### src/rtl/lcd_field_fmt_if.sv
// Field request channel into lcd_field_fmt: valid/ready request bus plus done pulse.
interface lcd_field_fmt_if #(
  parameter int unsigned VAL_W = 16,
  parameter int unsigned COL_W = 4,
  parameter int unsigned DIG_W = 3
) ();
  logic             req_valid;
  logic             req_ready;
  logic [VAL_W-1:0] req_value;
  logic             req_row;
  logic [COL_W-1:0] req_col;
  logic [DIG_W-1:0] req_digits;
  logic             req_dec;
  logic             done;

  modport master (
    output req_valid, req_value, req_row, req_col, req_digits, req_dec,
    input  req_ready, done
  );

  modport slave (
    input  req_valid, req_value, req_row, req_col, req_digits, req_dec,
    output req_ready, done
  );
endinterface

### src/rtl/lcd_field_fmt.sv
// Request-driven hex/decimal field formatter owning the two LCD row buffers.
// One character written per cycle; decimal requests first run a double-dabble
// conversion. Optional macro LCD_FIELD_LEADING_BLANK_EN blanks leading zeros
// in decimal fields.
module lcd_field_fmt #(
  parameter int unsigned VAL_W      = 16,
  parameter int unsigned MAX_DIGITS = 5,
  parameter int unsigned COLS       = 16,
  parameter logic [7:0]  FILL_CHAR  = 8'h3F
) (
  input  logic                clk,
  input  logic                reset_n,
  lcd_field_fmt_if.slave      bus,
  output logic [8*COLS-1:0]   row_A,
  output logic [8*COLS-1:0]   row_B
);

  localparam int unsigned COL_W = (COLS > 1) ? $clog2(COLS) : 1;
  localparam int unsigned DIG_W = $clog2(MAX_DIGITS + 1);
  localparam int unsigned BCD_W = 4 * MAX_DIGITS;
  localparam int unsigned CNT_W = $clog2(VAL_W + MAX_DIGITS + 1);
  localparam int unsigned CE_W  = $clog2(COLS + MAX_DIGITS);

  typedef enum logic [1:0] {IDLE, CONV, EMIT, FIN} state_e;

  state_e           state_q, state_d;
  logic             ready_q, ready_d;
  logic             done_q, done_d;
  logic [VAL_W-1:0] val_q, val_d;
  logic [BCD_W-1:0] bcd_q, bcd_d;
  logic             row_q, row_d;
  logic [COL_W-1:0] col_q, col_d;
  logic [DIG_W-1:0] dig_q, dig_d;
  logic [CNT_W-1:0] cnt_q, cnt_d;
  logic [7:0]       row_a_q [COLS];
  logic [7:0]       row_a_d [COLS];
  logic [7:0]       row_b_q [COLS];
  logic [7:0]       row_b_d [COLS];
`ifdef LCD_FIELD_LEADING_BLANK_EN
  logic             lead_q, lead_d;
`endif

  logic [DIG_W-1:0] req_dig;
  logic [DIG_W-1:0] dig_idx;
  logic [3:0]       nib;
  logic [7:0]       ch;
  logic [CE_W-1:0]  wcol;
  logic [BCD_W-1:0] bcd_t;

  // Clamp the requested width to the supported maximum.
  always_comb begin
    req_dig = bus.req_digits;
    if (bus.req_digits > DIG_W'(MAX_DIGITS)) req_dig = DIG_W'(MAX_DIGITS);
  end

  // Next-state, datapath and row-buffer update.
  always_comb begin
    state_d = state_q;
    val_d   = val_q;
    bcd_d   = bcd_q;
    row_d   = row_q;
    col_d   = col_q;
    dig_d   = dig_q;
    cnt_d   = cnt_q;
    row_a_d = row_a_q;
    row_b_d = row_b_q;
`ifdef LCD_FIELD_LEADING_BLANK_EN
    lead_d  = lead_q;
`endif
    dig_idx = DIG_W'(dig_q - DIG_W'(1) - DIG_W'(cnt_q));
    nib     = bcd_q[4*dig_idx +: 4];
    ch      = (nib < 4'd10) ? (8'h30 + 8'(nib)) : (8'h37 + 8'(nib));
    wcol    = CE_W'(col_q) + CE_W'(cnt_q);
    bcd_t   = bcd_q;

    case (state_q)
      IDLE: begin
        if (bus.req_valid && ready_q) begin
          val_d = bus.req_value;
          row_d = bus.req_row;
          col_d = bus.req_col;
          dig_d = req_dig;
          cnt_d = '0;
`ifdef LCD_FIELD_LEADING_BLANK_EN
          lead_d = bus.req_dec;
`endif
          if (bus.req_dec) bcd_d = '0;
          else             bcd_d = BCD_W'(bus.req_value);
          if (req_dig == '0)     state_d = FIN;
          else if (bus.req_dec)  state_d = CONV;
          else                   state_d = EMIT;
        end
      end
      CONV: begin
        for (int i = 0; i < int'(MAX_DIGITS); i++) begin
          if (bcd_t[4*i +: 4] >= 4'd5) bcd_t[4*i +: 4] = bcd_t[4*i +: 4] + 4'd3;
        end
        bcd_d = {bcd_t[BCD_W-2:0], val_q[VAL_W-1]};
        val_d = {val_q[VAL_W-2:0], 1'b0};
        cnt_d = cnt_q + CNT_W'(1);
        if (cnt_q == CNT_W'(VAL_W - 1)) begin
          cnt_d   = '0;
          state_d = EMIT;
        end
      end
      EMIT: begin
`ifdef LCD_FIELD_LEADING_BLANK_EN
        if (lead_q && (nib == 4'd0) && (dig_idx != '0)) ch = 8'h20;
        else                                             lead_d = 1'b0;
`endif
        if (wcol < CE_W'(COLS)) begin
          if (row_q) row_b_d[COL_W'(wcol)] = ch;
          else       row_a_d[COL_W'(wcol)] = ch;
        end
        cnt_d = cnt_q + CNT_W'(1);
        if (cnt_q == CNT_W'(dig_q) - CNT_W'(1)) state_d = FIN;
      end
      FIN:     state_d = IDLE;
      default: state_d = IDLE;
    endcase

    ready_d = (state_d == IDLE);
    done_d  = (state_d == FIN);
  end

  // State and datapath registers with synchronous reset.
  always_ff @(posedge clk) begin
    if (!reset_n) begin
      state_q <= IDLE;
      ready_q <= 1'b1;
      done_q  <= 1'b0;
      val_q   <= '0;
      bcd_q   <= '0;
      row_q   <= 1'b0;
      col_q   <= '0;
      dig_q   <= '0;
      cnt_q   <= '0;
      row_a_q <= '{default: FILL_CHAR};
      row_b_q <= '{default: FILL_CHAR};
`ifdef LCD_FIELD_LEADING_BLANK_EN
      lead_q  <= 1'b0;
`endif
    end else begin
      state_q <= state_d;
      ready_q <= ready_d;
      done_q  <= done_d;
      val_q   <= val_d;
      bcd_q   <= bcd_d;
      row_q   <= row_d;
      col_q   <= col_d;
      dig_q   <= dig_d;
      cnt_q   <= cnt_d;
      row_a_q <= row_a_d;
      row_b_q <= row_b_d;
`ifdef LCD_FIELD_LEADING_BLANK_EN
      lead_q  <= lead_d;
`endif
    end
  end

  assign bus.req_ready = ready_q;
  assign bus.done      = done_q;

  // Pack the cell registers onto the row outputs, column 0 leftmost.
  for (genvar c = 0; c < int'(COLS); c++) begin : g_pack
    assign row_A[8*(COLS-1-c) +: 8] = row_a_q[c];
    assign row_B[8*(COLS-1-c) +: 8] = row_b_q[c];
  end

endmodule

### src/flat_wrapper.sv
// flat-port wrapper written by rule: the top's interface ports become plain ports
module lcd_field_fmt_flat 
#(
  parameter int unsigned VAL_W      = 16,
  parameter int unsigned MAX_DIGITS = 5,
  parameter int unsigned COLS       = 16,
  parameter logic [7:0]  FILL_CHAR  = 8'h3F
)
  (clk, reset_n, row_A, row_B, bus_req_valid, bus_req_value, bus_req_row, bus_req_col, bus_req_digits, bus_req_dec, bus_req_ready, bus_done);
  lcd_field_fmt_if #(.VAL_W(VAL_W), .COL_W(4), .DIG_W(3)) bus_i ();
  input  logic clk;
  input  logic reset_n;
  output logic [8*COLS-1:0] row_A;
  output logic [8*COLS-1:0] row_B;
  input wire logic [$bits(bus_i.req_valid)-1:0] bus_req_valid;
  input wire logic [$bits(bus_i.req_value)-1:0] bus_req_value;
  input wire logic [$bits(bus_i.req_row)-1:0] bus_req_row;
  input wire logic [$bits(bus_i.req_col)-1:0] bus_req_col;
  input wire logic [$bits(bus_i.req_digits)-1:0] bus_req_digits;
  input wire logic [$bits(bus_i.req_dec)-1:0] bus_req_dec;
  output wire logic [$bits(bus_i.req_ready)-1:0] bus_req_ready;
  output wire logic [$bits(bus_i.done)-1:0] bus_done;
  assign bus_i.req_valid = bus_req_valid;
  assign bus_i.req_value = bus_req_value;
  assign bus_i.req_row = bus_req_row;
  assign bus_i.req_col = bus_req_col;
  assign bus_i.req_digits = bus_req_digits;
  assign bus_i.req_dec = bus_req_dec;
  assign bus_req_ready = bus_i.req_ready;
  assign bus_done = bus_i.done;
  lcd_field_fmt #(.VAL_W(VAL_W), .MAX_DIGITS(MAX_DIGITS), .COLS(COLS), .FILL_CHAR(FILL_CHAR)) u_core (.clk(clk), .reset_n(reset_n), .bus(bus_i), .row_A(row_A), .row_B(row_B));
endmodule
### config.mk
export PLATFORM = sky130hd
export DESIGN_NAME = lcd_field_fmt_flat
export DESIGN_NICKNAME = d
export VERILOG_FILES = /design/src/rtl/lcd_field_fmt_if.sv /design/src/rtl/lcd_field_fmt.sv /design/src/flat_wrapper.sv
export SDC_FILE = /design/constraint.sdc
export NUM_CORES = 1
export LEC_CHECK = 0
export ABC_AREA = 0
export CAP_MARGIN = 20
export CELL_PAD_IN_SITES_DETAIL_PLACEMENT = 1
export CELL_PAD_IN_SITES_GLOBAL_PLACEMENT = 2
export CORE_MARGIN = 5
export CORE_UTILIZATION = 33
export DETAILED_ROUTE_END_ITERATION = 6
export PLACE_DENSITY = 0.92
export SYNTH_ARGS = -nofsm -noshare
export SYNTH_HDL_FRONTEND = slang
export SYNTH_SLANG_ARGS = --single-unit
### constraint.sdc
create_clock -name clk -period 4.6 [get_ports clk]
set_input_delay 0.46 -clock clk [delete_from_list [all_inputs] [get_ports clk]]
set_output_delay 0.46 -clock clk [all_outputs]
set_load 0.02 [all_outputs]
==> impl_metrics.ini <==
[critical_path]
crit_path_end_kind = register
timing.critical_path.buf_inv = 1
start_kind = register
critPathTopFamily = compound AO/OA/AOI/OAI gates
cp.arrival_ns = 4.13
path_max_fanout = 34
critPathSlowestCell = o22a_2
cp_slowest_stage_delay_ns = 0.75
worstSetupPathType = register to register
cp.required_ns = 4.98
crit_chain = inv_1 > ha_1 > fa_1 > mux4_2 > o211ai_2 > and2_2 > o22a_2 > a21oi_1

[timing]
slew_violations = 0
fin_worst_skew_ns = 0.0248
finalSetupTns_ns = 0
finalCritPeriodShare = 0.815
period_minus_slack_ns = 3.75
fmax_ghz = 0.267
worstMarginPinSlew_ns = 1.12
hold_violations = 0
slew_headroom = 0.253
setup_viol = 0
fin_ws_ns = 0.851
rsz0062_at_grt = no

[global_routing]
antenna_found_initial = 0
grt-ovfl-total = 0
grt_pass1_wl_um = 76800
grt_max_degree = 193
first_global_vias = 12900
track_usage = 0.215

[placement]
hpwlAfterDp_um = 30300
finalWeightedCongestion = 0.800
port_buffers = 253
pre_cts_ws_ns = 0.857

[route]
routed_wirelength_um = 49400
wire_per_inst_um = 23.4
drc = 0
dr.pass1.iters = 5
viasPerCell = 5.97
num_vias = 12600
antenna_left = 0
drtIter0Drc = 778

[finish]
multi_input_area_um2 = 6460
insertedDiodeCount = 0
synthToLayoutAreaGrowth_pct = 29.8
regArea_um2 = 5550
drive_gt1_frac = 0.0783
layout.cells.most_common = dfxtp_1
fin_nets = 1630
final_cell_mix = dfxtp_1, clkdlybuf4s50_1, nor4_1
fill_cells = 4358

[floorplan]
die-area_um2 = 43200
die_h_um = 208
ios = 286
placementRows = 72
start_util = 0.334
core-area_um2 = 38700
die_x_um = 208

[synthesis]
ys_ff_latch = 277
synth_ff_type = dfxtp_1
yosys_warnings = 0
syn_area_um2 = 12900
synth_cell_types = 57
avgSynthCellArea_um2 = 8.93
yosysTopAreaCell = dfxtp_1
ys_seq_area_frac = 0.429
syn_inst = 1446
synth_top_area_share = 0.429
synth-edff-count = 0
ys_top_cells_by_area = dfxtp_1, nor4_1, a31oi_1
async_flop_share = 0

[hold_path]
holdCritPathClass = primary input to register

[pwr]
power_leakage_uw = 0.00573
irDropWorstVdd_v = 0.000298
p_per_area_nw_per_um2 = 461

[cts]
cts.htree.levels = 2
cts_root_buf = clkbuf_16
cts_setup_buffers = 0
cts_tree = built
clk_latency_ns = 0.56
numCtsBuffers = 34
ctsHoldBuffers = 0
cts_resized = 0
cts.path.max_buffers = 3
clk_pin_slew_ns = 0.06
clock_sinks = 277

[run]
cap_violations = 0

[outcome]
status = complete, no violations
==> cells in the mapped netlist, drive strengths merged (29+ instances only) <==
cell      n
nor4    160
a21oi    91
a311oi   64
nand2    29
o31a     32
o21a     34
o21ai   145
clkbuf  147
a31oi   129
dfxtp   277
buf      75
nor2     39
==> flip-flops by register name, indices dropped and copies added (netlist names), 2 cells and up <==
signal and flops:
u_core.row_B 112, u_core.dig_q 3, u_core.cnt_q 5, u_core.state_q 2
u_core.row_A 112, u_core.col_q 4, u_core.bcd_q 20, u_core.val_q 16
==> logic make-up (layout without fill, tap and decap cells) <==
group,after synthesis,after routing,synth area share
buf+inv,245,365,0.0890
flops,277,277,0.429
other cells,1,32,0.000290
fa+ha+maj,28,28,0.0283
compound gates,556,556,0.279
simple gates,295,295,0.135
xor+xnor,18,18,0.0161
mux,26,26,0.0240
==> report_power, final <==
group / internal [µW] / total [µW] / switching (µW)
Combinational: 633 / 2100 / 1460
Sequential: 2570 / 2750 / 176
Clock: 1780 / 2880 / 1100
Total: 4980 / 7730 / 2740
==> layout make-up <==
cell class,count,area share
clock buffer,45,0.0556
timing repair buffer,283,0.168
inverter,23,0.00530
multi-input combinational,955,0.385
tap,518,0.0387
clock inverter,14,0.0160
sequential,277,0.331
==> per-layer routing <==
layer,GRT usage,share of wire
met1,0.275,0.42
met2,0.359,0.48
met3,0.0517,0.069
met4,0.0700,0.028
met5,0,0
==> final timing paths <==
| kind | start | endpoint | slack (ns) | depth (start not counted) |
|---|---|---|---|---|
| max reg2reg | u_core.cnt_q[0]$_SDFFE_PN0P_ | u_core.row_A[74]$_SDFFE_PN1P_ | 0.85 | 8 |
| min | reset_n | u_core.row_B[35]$_SDFFE_PN1P_ | 0.37 | 2 |
| max | u_core.cnt_q[0]$_SDFFE_PN0P_ | u_core.row_A[74]$_SDFFE_PN1P_ | 0.85 | 8 |
| min reg2reg | u_core.col_q[2]$_SDFFE_PN0P_ | u_core.col_q[2]$_SDFFE_PN0P_ | 0.49 | 2 |
==> through the flow <==
stage	utilization	cells	power, µW	hold WS [ns]	instance area (µm²)
CTS	0.431	2113	7760	0.346	16700
global route	0.433	2115	8080	0.364	16800
global placement	0.400	2054	4790	0.478	15500
detailed placement	0.400	2054	4850	0.486	15500
finish	0.433	2115	7730	0.365	16800
floorplan	-	1477	4280	0.432	13000
Power figures use the tool's default switching activity.
